--- src/rtl/uart_tx_frame.sv ---
// uart_tx_frame -- UART transmit framer.
//
// Takes one byte per tx_valid/tx_ready handshake and shifts it out LSB-first
// as: start bit (0), DATA_BITS data bits, optional even parity bit, one stop
// bit (1). Every bit lasts CLKS_PER_BIT system clocks, timed by an internal
// cycle counter. The line output is registered and idles high.
//
// Build option:
//   UART_TX_PARITY_EN  when defined, an even-parity bit is sent between the
//                      last data bit and the stop bit (PARITY state + flop).
//
// Parameters:
//   CLKS_PER_BIT  clocks per serial bit (2..65535)
//   DATA_BITS     data bits per frame (5..8)
//
// Ports:
//   clk         system clock, rising edge
//   rst         synchronous active-high reset; aborts any frame in flight
//   tx_data     byte to send, sampled only on the accept cycle
//   tx_valid    producer offers tx_data
//   tx_ready    high while idle; accept = tx_valid && tx_ready
//   serial_out  UART line, registered, idles high
//   tx_busy     high while a frame is in flight
//   tx_done     one-cycle pulse in the first idle cycle after the stop bit
module uart_tx_frame #(
    parameter int CLKS_PER_BIT = 16,
    parameter int DATA_BITS    = 8
) (
    input  logic                 clk,
    input  logic                 rst,
    input  logic [DATA_BITS-1:0] tx_data,
    input  logic                 tx_valid,
    output logic                 tx_ready,
    output logic                 serial_out,
    output logic                 tx_busy,
    output logic                 tx_done
);

    localparam int CYC_W = (CLKS_PER_BIT > 1) ? $clog2(CLKS_PER_BIT) : 1;
    localparam int BIT_W = (DATA_BITS > 1) ? $clog2(DATA_BITS) : 1;
    localparam logic [CYC_W-1:0] CYC_LAST = CYC_W'(CLKS_PER_BIT - 1);
    localparam logic [BIT_W-1:0] BIT_LAST = BIT_W'(DATA_BITS - 1);

    typedef enum logic [2:0] {
        S_IDLE   = 3'd0,
        S_START  = 3'd1,
        S_DATA   = 3'd2,
`ifdef UART_TX_PARITY_EN
        S_PARITY = 3'd3,
`endif
        S_STOP   = 3'd4
    } state_t;

    state_t               state;
    state_t               state_next;
    logic [CYC_W-1:0]     cyc_cnt;
    logic [CYC_W-1:0]     cyc_cnt_next;
    logic [BIT_W-1:0]     bit_cnt;
    logic [BIT_W-1:0]     bit_cnt_next;
    logic [DATA_BITS-1:0] shift_q;
    logic [DATA_BITS-1:0] shift_next;
    logic                 serial_next;
    logic                 done_next;
    logic                 accept;
    logic                 bit_end;
`ifdef UART_TX_PARITY_EN
    logic                 par_q;
    logic                 par_next;

    function automatic logic even_parity(input logic [DATA_BITS-1:0] d);
        return ^d;
    endfunction
`endif

    // tx_ready depends only on state, so accept has no path back into tx_ready.
    assign accept  = tx_valid && (state == S_IDLE);
    assign bit_end = (cyc_cnt == CYC_LAST);

    // Next-state logic
    always_comb begin
        state_next = state;
        case (state)
            S_IDLE:   if (accept)  state_next = S_START;
            S_START:  if (bit_end) state_next = S_DATA;
            S_DATA: begin
                if (bit_end && (bit_cnt == BIT_LAST)) begin
`ifdef UART_TX_PARITY_EN
                    state_next = S_PARITY;
`else
                    state_next = S_STOP;
`endif
                end
            end
`ifdef UART_TX_PARITY_EN
            S_PARITY: if (bit_end) state_next = S_STOP;
`endif
            S_STOP:   if (bit_end) state_next = S_IDLE;
            default:  state_next = S_IDLE;
        endcase
    end

    // Counter / shift-register update. The cycle counter is held at 0 in
    // IDLE and cleared on every bit boundary.
    always_comb begin
        cyc_cnt_next = cyc_cnt;
        bit_cnt_next = bit_cnt;
        shift_next   = shift_q;
`ifdef UART_TX_PARITY_EN
        par_next     = par_q;
`endif
        if (state == S_IDLE) begin
            cyc_cnt_next = '0;
            bit_cnt_next = '0;
            if (accept) begin
                shift_next = tx_data;
`ifdef UART_TX_PARITY_EN
                par_next   = even_parity(tx_data);
`endif
            end
        end else if (bit_end) begin
            cyc_cnt_next = '0;
            if (state == S_DATA) begin
                shift_next   = shift_q >> 1;
                bit_cnt_next = bit_cnt + BIT_W'(1);
            end
        end else begin
            cyc_cnt_next = cyc_cnt + CYC_W'(1);
        end
    end

    // Output logic. serial_out is registered, so its next value is decoded
    // from the next state; the line then changes on the same edge as state.
    always_comb begin
        tx_ready    = (state == S_IDLE);
        tx_busy     = (state != S_IDLE);
        done_next   = (state == S_STOP) && (state_next == S_IDLE);
        serial_next = 1'b1;
        case (state_next)
            S_START:  serial_next = 1'b0;
            S_DATA:   serial_next = shift_next[0];
`ifdef UART_TX_PARITY_EN
            S_PARITY: serial_next = par_next;
`endif
            default:  serial_next = 1'b1;
        endcase
    end

    // State register (control, reset)
    always_ff @(posedge clk) begin
        if (rst) begin
            state      <= S_IDLE;
            cyc_cnt    <= '0;
            bit_cnt    <= '0;
            serial_out <= 1'b1;
            tx_done    <= 1'b0;
        end else begin
            state      <= state_next;
            cyc_cnt    <= cyc_cnt_next;
            bit_cnt    <= bit_cnt_next;
            serial_out <= serial_next;
            tx_done    <= done_next;
        end
    end

    // Data register (no reset; contents only matter after an accept)
    always_ff @(posedge clk) begin
        shift_q <= shift_next;
`ifdef UART_TX_PARITY_EN
        par_q   <= par_next;
`endif
    end

endmodule

--- config.mk ---
export PLATFORM = sky130hd
export DESIGN_NAME = uart_tx_frame
export DESIGN_NICKNAME = d
export VERILOG_FILES = /design/src/rtl/uart_tx_frame.sv
export SDC_FILE = /design/constraint.sdc
export NUM_CORES = 1
export LEC_CHECK = 0
export BUFFER_PORTS_ARGS = -buffer_cell sky130_fd_sc_hd__buf_2
export CORE_MARGIN = 2
export CORE_UTILIZATION = 56
export CTS_BUF_LIST = sky130_fd_sc_hd__clkbuf_2
export DETAILED_ROUTE_END_ITERATION = 16
export PLACE_DENSITY = 0.85
export SLEW_MARGIN = 20
export SYNTH_ARGS = -nofsm -noshare
export SYNTH_HDL_FRONTEND = slang
export SYNTH_SLANG_ARGS = --single-unit
--- constraint.sdc ---
create_clock -name clk -period 1.9 [get_ports clk]
set_clock_uncertainty 0.05 [all_clocks]
set_input_delay 0.38 -clock clk [delete_from_list [all_inputs] [get_ports clk]]
set_output_delay 0.38 -clock clk [all_outputs]
set_load 0.1 [all_outputs]
==> impl_metrics.json, run 1 <==
{
  "outcome": "completed",
  "drive_gt1_share_pct": 31.9,
  "timing.rr.start": "cyc_cnt[0]$_SDFF_PP0_",
  "synth_cell_types": 31,
  "clock_sinks": 20,
  "internal-power_uw": 537,
  "placeableCoreArea_sq_mm": 0.00149,
  "multi_input_area_sq_um": 378,
  "fp.dieW_microns": 43.4,
  "hold_class": "in2reg",
  "avgSynthCellArea_sq_um": 11.8,
  "synth.top_cell.area_share_pct": 29.9,
  "max_freq_mhz": 558,
  "synth_area_leaders": "dfxtp_1, edfxtp_1, a22o_2, ha_1, nor2_1",
  "hold_viol": 0,
  "syn_inst": 74,
  "grt_usage_pct": 18.8,
  "clkLatencyLatePin_ns": 0.31,
  "synth_area_sq_um": 870,
  "drt_wl_total_microns": 1520,
  "antenna_left": 0,
  "ys_ff_latch": 20,
  "worst_path_max_delay_cell": "dfxtp_1",
  "drv_slew": 0,
  "initial_core_util_pct": 58.4,
  "antenna_found_initial": 0,
  "hold_end": "state[0]$_SDFF_PP0_",
  "comb_power_share_pct": 12.2,
  "maxCapViolCount": 0,
  "fin_nets": 106,
  "switchingPower_uw": 192,
  "r2r_cells": 5,
  "ir_drop_uv": 410,
  "leakage_uw": 0.000398,
  "p_seq_share_pct": 64.9,
  "layout_min_cycle_time_ns": 1.79,
  "syn2layout_area_growth_pct": 12.5,
  "dp.cells": 103,
  "cp_cell_sequence": "nor3_4 > buf_4",
  "cts_buffers": 3,
  "synth_common_cells": "dfxtp_1, nor2_1, edfxtp_1",
  "grt_pass1_vias": 597,
  "cp_top_family": "flip-flops",
  "vias_per_cell": 5.79,
  "root_buffer": "clkbuf_2",
  "end_kind": "primary output",
  "finalNonFillerCells": 107,
  "grt_overflow": 0,
  "final.period_utilization_pct": 94.3,
  "grt_first_pass_wirelength_microns": 2530,
  "synth_enable_flop_cells": 7,
  "power.density_mw_per_mm2": 745,
  "critPathMaxStageDelay_ns": 0.43,
  "hold_buffers": 0,
  "arrival_ns": 1.36,
  "slew_headroom_pct": 63.6,
  "cts_buffer_depth": 2,
  "drc": 0,
  "clkTransAtPathRegs_ns": 0.19,
  "synth-main-ff-cell": "dfxtp_1",
  "first_iter_violations": 15,
  "hpwl_microns": 1110,
  "diodes": 0,
  "reg2reg_slack_ns": 0.14,
  "tightestPinTransition_ns": 0.544,
  "min_path_cells": 2,
  "cts_tree": "done",
  "rows": 14,
  "async_flop_share_pct": 0,
  "finalSetupViolCount": 0,
  "min-delay-start": "rst",
  "dr_total_vias": 619,
  "dieArea_sq_mm": 0.00188,
  "path_max_fanout": 6,
  "gp_congestion": 0.785,
  "rsz0062_at_grt": "false",
  "drtPass1Iterations": 4,
  "r2r-end": "shift_q[6]$_DFFE_PP_",
  "synth_nets": 88,
  "cp_num_buf_inv": 1,
  "synth-seq-area-share_pct": 54.1,
  "worstSetupStartpointType": "flop",
  "htree_levels": 1,
  "path_class": "reg2out",
  "switching_share_pct": 26.3,
  "wl_per_cell_microns": 14.2,
  "timing.hold.ws_ns": 0.243,
  "ioPinCount": 15,
  "regArea_sq_um": 472,
  "die_y_microns": 43.4,
  "fill_cells": 122,
  "grt_start_max_net_pins": 12,
  "yosysWarnings": 0,
  "clkPwrFrac_pct": 23.0,
  "synth.largest_area_cell": "dfxtp_1",
  "synth_most_common_cell": "dfxtp_1",
  "port_buffers": 14,
  "final_util_pct": 65.7,
  "worstPathRequired_ns": 1.47
}
-- placed cells by master, fill, tap and decap left out, types with 2 or more instances in the layout --
cell       n
dfxtp_1   12
buf_2     12
nor2_1    10
edfxtp_1   7
a22o_2     6
ha_1       3
clkbuf_2   3
inv_1      2
nand3_1    2
nor3_1     2
or2_2      2
and3_1     2
xnor2_1    2
nand2_1    2
mux2i_1    2
buf_4      2
-- timing repair --
| item | CTS | global route |
|---|---|---|
| setup buffers | 0 | 0 |
| setup endpoints to repair | 2 | 1 |
| gates resized for setup | 2 | 1 |
-- state kept, by name, indices dropped and copies added, names as in the netlist --
register    cells
bit_cnt         3
serial_out      1
shift_q         8
tx_done         1
state           3
cyc_cnt         4
-- metrics by stage --
step | area (sq um) | setup TNS [ns] | total power [uW] | setup slack [ns]
finish | 978 | 0 | 729 | 0.107
global route | 978 | 0 | 760 | 0.0143
CTS | 976 | 0 | 733 | 0.0566
detailed placement | 953 | 0 | 568 | 0.158
global placement | 953 | 0 | 566 | 0.246
floorplan | 881 | -0.473 | 546 | -0.473
-- cells by family (layout without fill, tap and decap cells) --
group	after synthesis	count (layout)	share of synthesized area [%]
buffers and inverters	4	21	3.74
adders and majority gates	3	3	4.32
and+or+nand+nor	29	29	19.0
DFF	20	20	54.1
muxes	2	2	2.30
AOI/OAI and AO/OA	13	13	13.5
xor gates and xnor gates	3	3	3.02
-- power groups by stage --
stage / sequential (uW) / combinational [uW] / clock [uW]
after floorplan: 486 / 60.4 / 0
after global placement: 481 / 84.9 / 0
after detailed placement: 481 / 87.1 / 0
after CTS: 473 / 88.0 / 172
after global routing: 475 / 94.6 / 191
final: 473 / 88.8 / 167
-- final cells by class --
cell class,count,area share [%]
clock buffers,3,1.53
clock inverters,1,0.384
inverters,2,0.767
multi-input cells,50,38.6
flip-flops and latches,20,48.2
well taps,16,2.05
repair buffers,15,8.44
-- routing by layer --
metal | up-vias | track usage, % | routed length [microns]
li1 | 308 | - | -
met1 | 290 | 24.0 | 705
met2 | 17 | 29.9 | 718
met3 | 4 | 3.75 | 65
met4 | 0 | 10.3 | 27
met5 | - | 0 | 0
-- worst max-delay path by stage --
stage                          startpoint  slack (ns)  depth (start not counted)                    to
floorplan             state[2]$_SDFF_PP0_       -0.47                          2               tx_busy
global placement    cyc_cnt[0]$_SDFF_PP0_        0.25                          5  shift_q[3]$_DFFE_PP_
detailed placement  cyc_cnt[0]$_SDFF_PP0_        0.16                          5  shift_q[3]$_DFFE_PP_
CTS                   state[1]$_SDFF_PP0_        0.06                          3               tx_busy
global route        cyc_cnt[0]$_SDFF_PP0_        0.01                          5  shift_q[6]$_DFFE_PP_
finish                state[2]$_SDFF_PP0_        0.11                          2              tx_ready
(Power assumes the default switching activity.)
==> run 2, diff against run 1 <==
--- a/config.mk
+++ b/config.mk
@@ -10,6 +10,7 @@
 export CORE_UTILIZATION = 56
 export CTS_BUF_LIST = sky130_fd_sc_hd__clkbuf_2
 export DETAILED_ROUTE_END_ITERATION = 16
+export GPL_TIMING_DRIVEN = 0
 export PLACE_DENSITY = 0.85
 export SLEW_MARGIN = 20
 export SYNTH_ARGS = -nofsm -noshare
==> run 2 against run 1 <==
Effect of this change: hold slack gained 0.0035 ns; combinational power rose by 7.8%; clock power about the same; critical path depth up 1; setup slack got worse by 0.052 ns; non-clock buffer count is 1 higher; final cell count rose by 0.93%; core utilization up 1.4 points; critical path type unchanged; sequential cell count unchanged; design area rose by 2.2%; sequential share of layout area shrank 1.2 points.
==> impl_metrics.json, run 2 (same netlist as run 1, synthesis figures left out) <==
{
  "syn2layout_area_growth_pct": 15.0,
  "die_y_microns": 43.4,
  "hold_viol": 0,
  "grt_usage_pct": 16.2,
  "rows": 14,
  "antenna_left": 0,
  "vias_per_cell": 5.62,
  "hpwl_microns": 1020,
  "cp-startpoint": "state[2]$_SDFF_PP0_",
  "layout_min_cycle_time_ns": 1.84,
  "fin_ws_ns": 0.0557,
  "drc": 0,
  "cts_tree": "done",
  "largest_register": "shift_q",
  "drt_wl_total_microns": 1360,
  "internal-power_uw": 540,
  "finalSetupViolCount": 0,
  "clock_sinks": 20,
  "arrival_ns": 1.41,
  "fin_nets": 107,
  "end_kind": "primary output",
  "p_seq_share_pct": 64.1,
  "initial_core_util_pct": 58.4,
  "hold_buffers": 0,
  "outcome": "completed",
  "clkTransAtPathRegs_ns": 0.18,
  "root_buffer": "clkbuf_2",
  "antenna_found_initial": 0,
  "timing.hold.ws_ns": 0.246,
  "power.density_mw_per_mm2": 730,
  "clkPwrFrac_pct": 22.8,
  "slew_headroom_pct": 64.1,
  "grt_overflow": 0,
  "clkLatencyLatePin_ns": 0.31,
  "switchingPower_uw": 190,
  "tns_ns": 0,
  "cts_buffers": 3,
  "fp.dieW_microns": 43.4,
  "ir_drop_uv": 486,
  "max_freq_mhz": 542,
  "leakage_uw": 0.000405,
  "drive_gt1_share_pct": 32.6,
  "path_max_fanout": 6,
  "port_buffers": 14,
  "rsz0062_at_grt": "false",
  "timing.rr.start": "cyc_cnt[0]$_SDFF_PP0_",
  "switching_share_pct": 26.1,
  "cts_resized": 1,
  "grt_start_max_net_pins": 12,
  "cts_buffer_depth": 2,
  "dp_slack_ns": 0.0520,
  "final_cell_mix": "dfxtp_1, buf_2, nor2_1, edfxtp_1, a22o_2",
  "tightestPinTransition_ns": 0.537,
  "maxCapViolCount": 0,
  "hold_class": "in2reg",
  "grt_first_pass_wirelength_microns": 2190,
  "drtPass1Iterations": 3,
  "wl_per_cell_microns": 12.6,
  "worstSetupStartpointType": "flop",
  "comb_power_share_pct": 13.1,
  "ioPinCount": 15,
  "post_cts_buffers": 0,
  "first_iter_violations": 6,
  "gp_congestion": 0.821,
  "htree_levels": 1,
  "drv_slew": 0,
  "placeableCoreArea_sq_mm": 0.00149,
  "reg_top3": "shift_q (8), cyc_cnt (4)",
  "grt_pass1_vias": 537,
  "min-delay-start": "rst",
  "reg2reg_slack_ns": 0.19,
  "largest_reg_flops": 8,
  "final.period_utilization_pct": 97.1,
  "path_class": "reg2out",
  "dieArea_sq_mm": 0.00188,
  "diodes": 0,
  "dr_total_vias": 607,
  "worstPathRequired_ns": 1.47
}
==> run 2: path summary, 6_finish.rpt <==
path | endpoint | cells past startpoint
max | tx_busy | 3
max reg2reg | shift_q[2]$_DFFE_PP_ | 5
min reg2reg | cyc_cnt[0]$_SDFF_PP0_ | 1
min | state[1]$_SDFF_PP0_ | 2
==> run 2: routing by layer <==
metal | wire, microns | global-route usage (%)
met1 | 605 | 20.4
met5 | 0 | 0
met2 | 677 | 25.7
met4 | 27 | 10.9
met3 | 48 | 2.50
==> run 2: area by class of cell <==
cell class,count,area [sq um]
Buffer,2,25.0
Timing Repair Buffer,14,72.6
Clock buffer,3,15.0
Clock inverter,1,3.75
Inverter,2,7.51
Multi-Input combinational cell,50,385
Sequential cell,20,470
Fill cell,116,489
Tap cell,16,20.0
==> run 2: worst max-delay path: stages (launching register included) <==
cell     delay (ns)
dfxtp_1        0.54
nor3_4         0.10
inv_1          0.06
buf_2          0.41
==> run 2: power by group through the flow <==
stage	Combinational (uW)	Sequential (uW)	Clock (uW)
2_1_floorplan	60.4	486	0
3_3_place_gp	92.0	476	0
3_5_place_dp	94.1	477	0
4_1_cts	95.1	468	169
5_1_grt	103	470	176
6_report	95.7	468	166
==> run 2: per-stage QoR <==
step,instance area [sq um],cells,utilization (%),power [uW]
5_1_grt,1000,108,67.1,750
4_1_cts,992,108,66.6,732
2_1_floorplan,881,74,-,546
6_report,1000,108,67.1,730
3_3_place_gp,971,104,65.2,568
3_5_place_dp,971,104,65.2,571
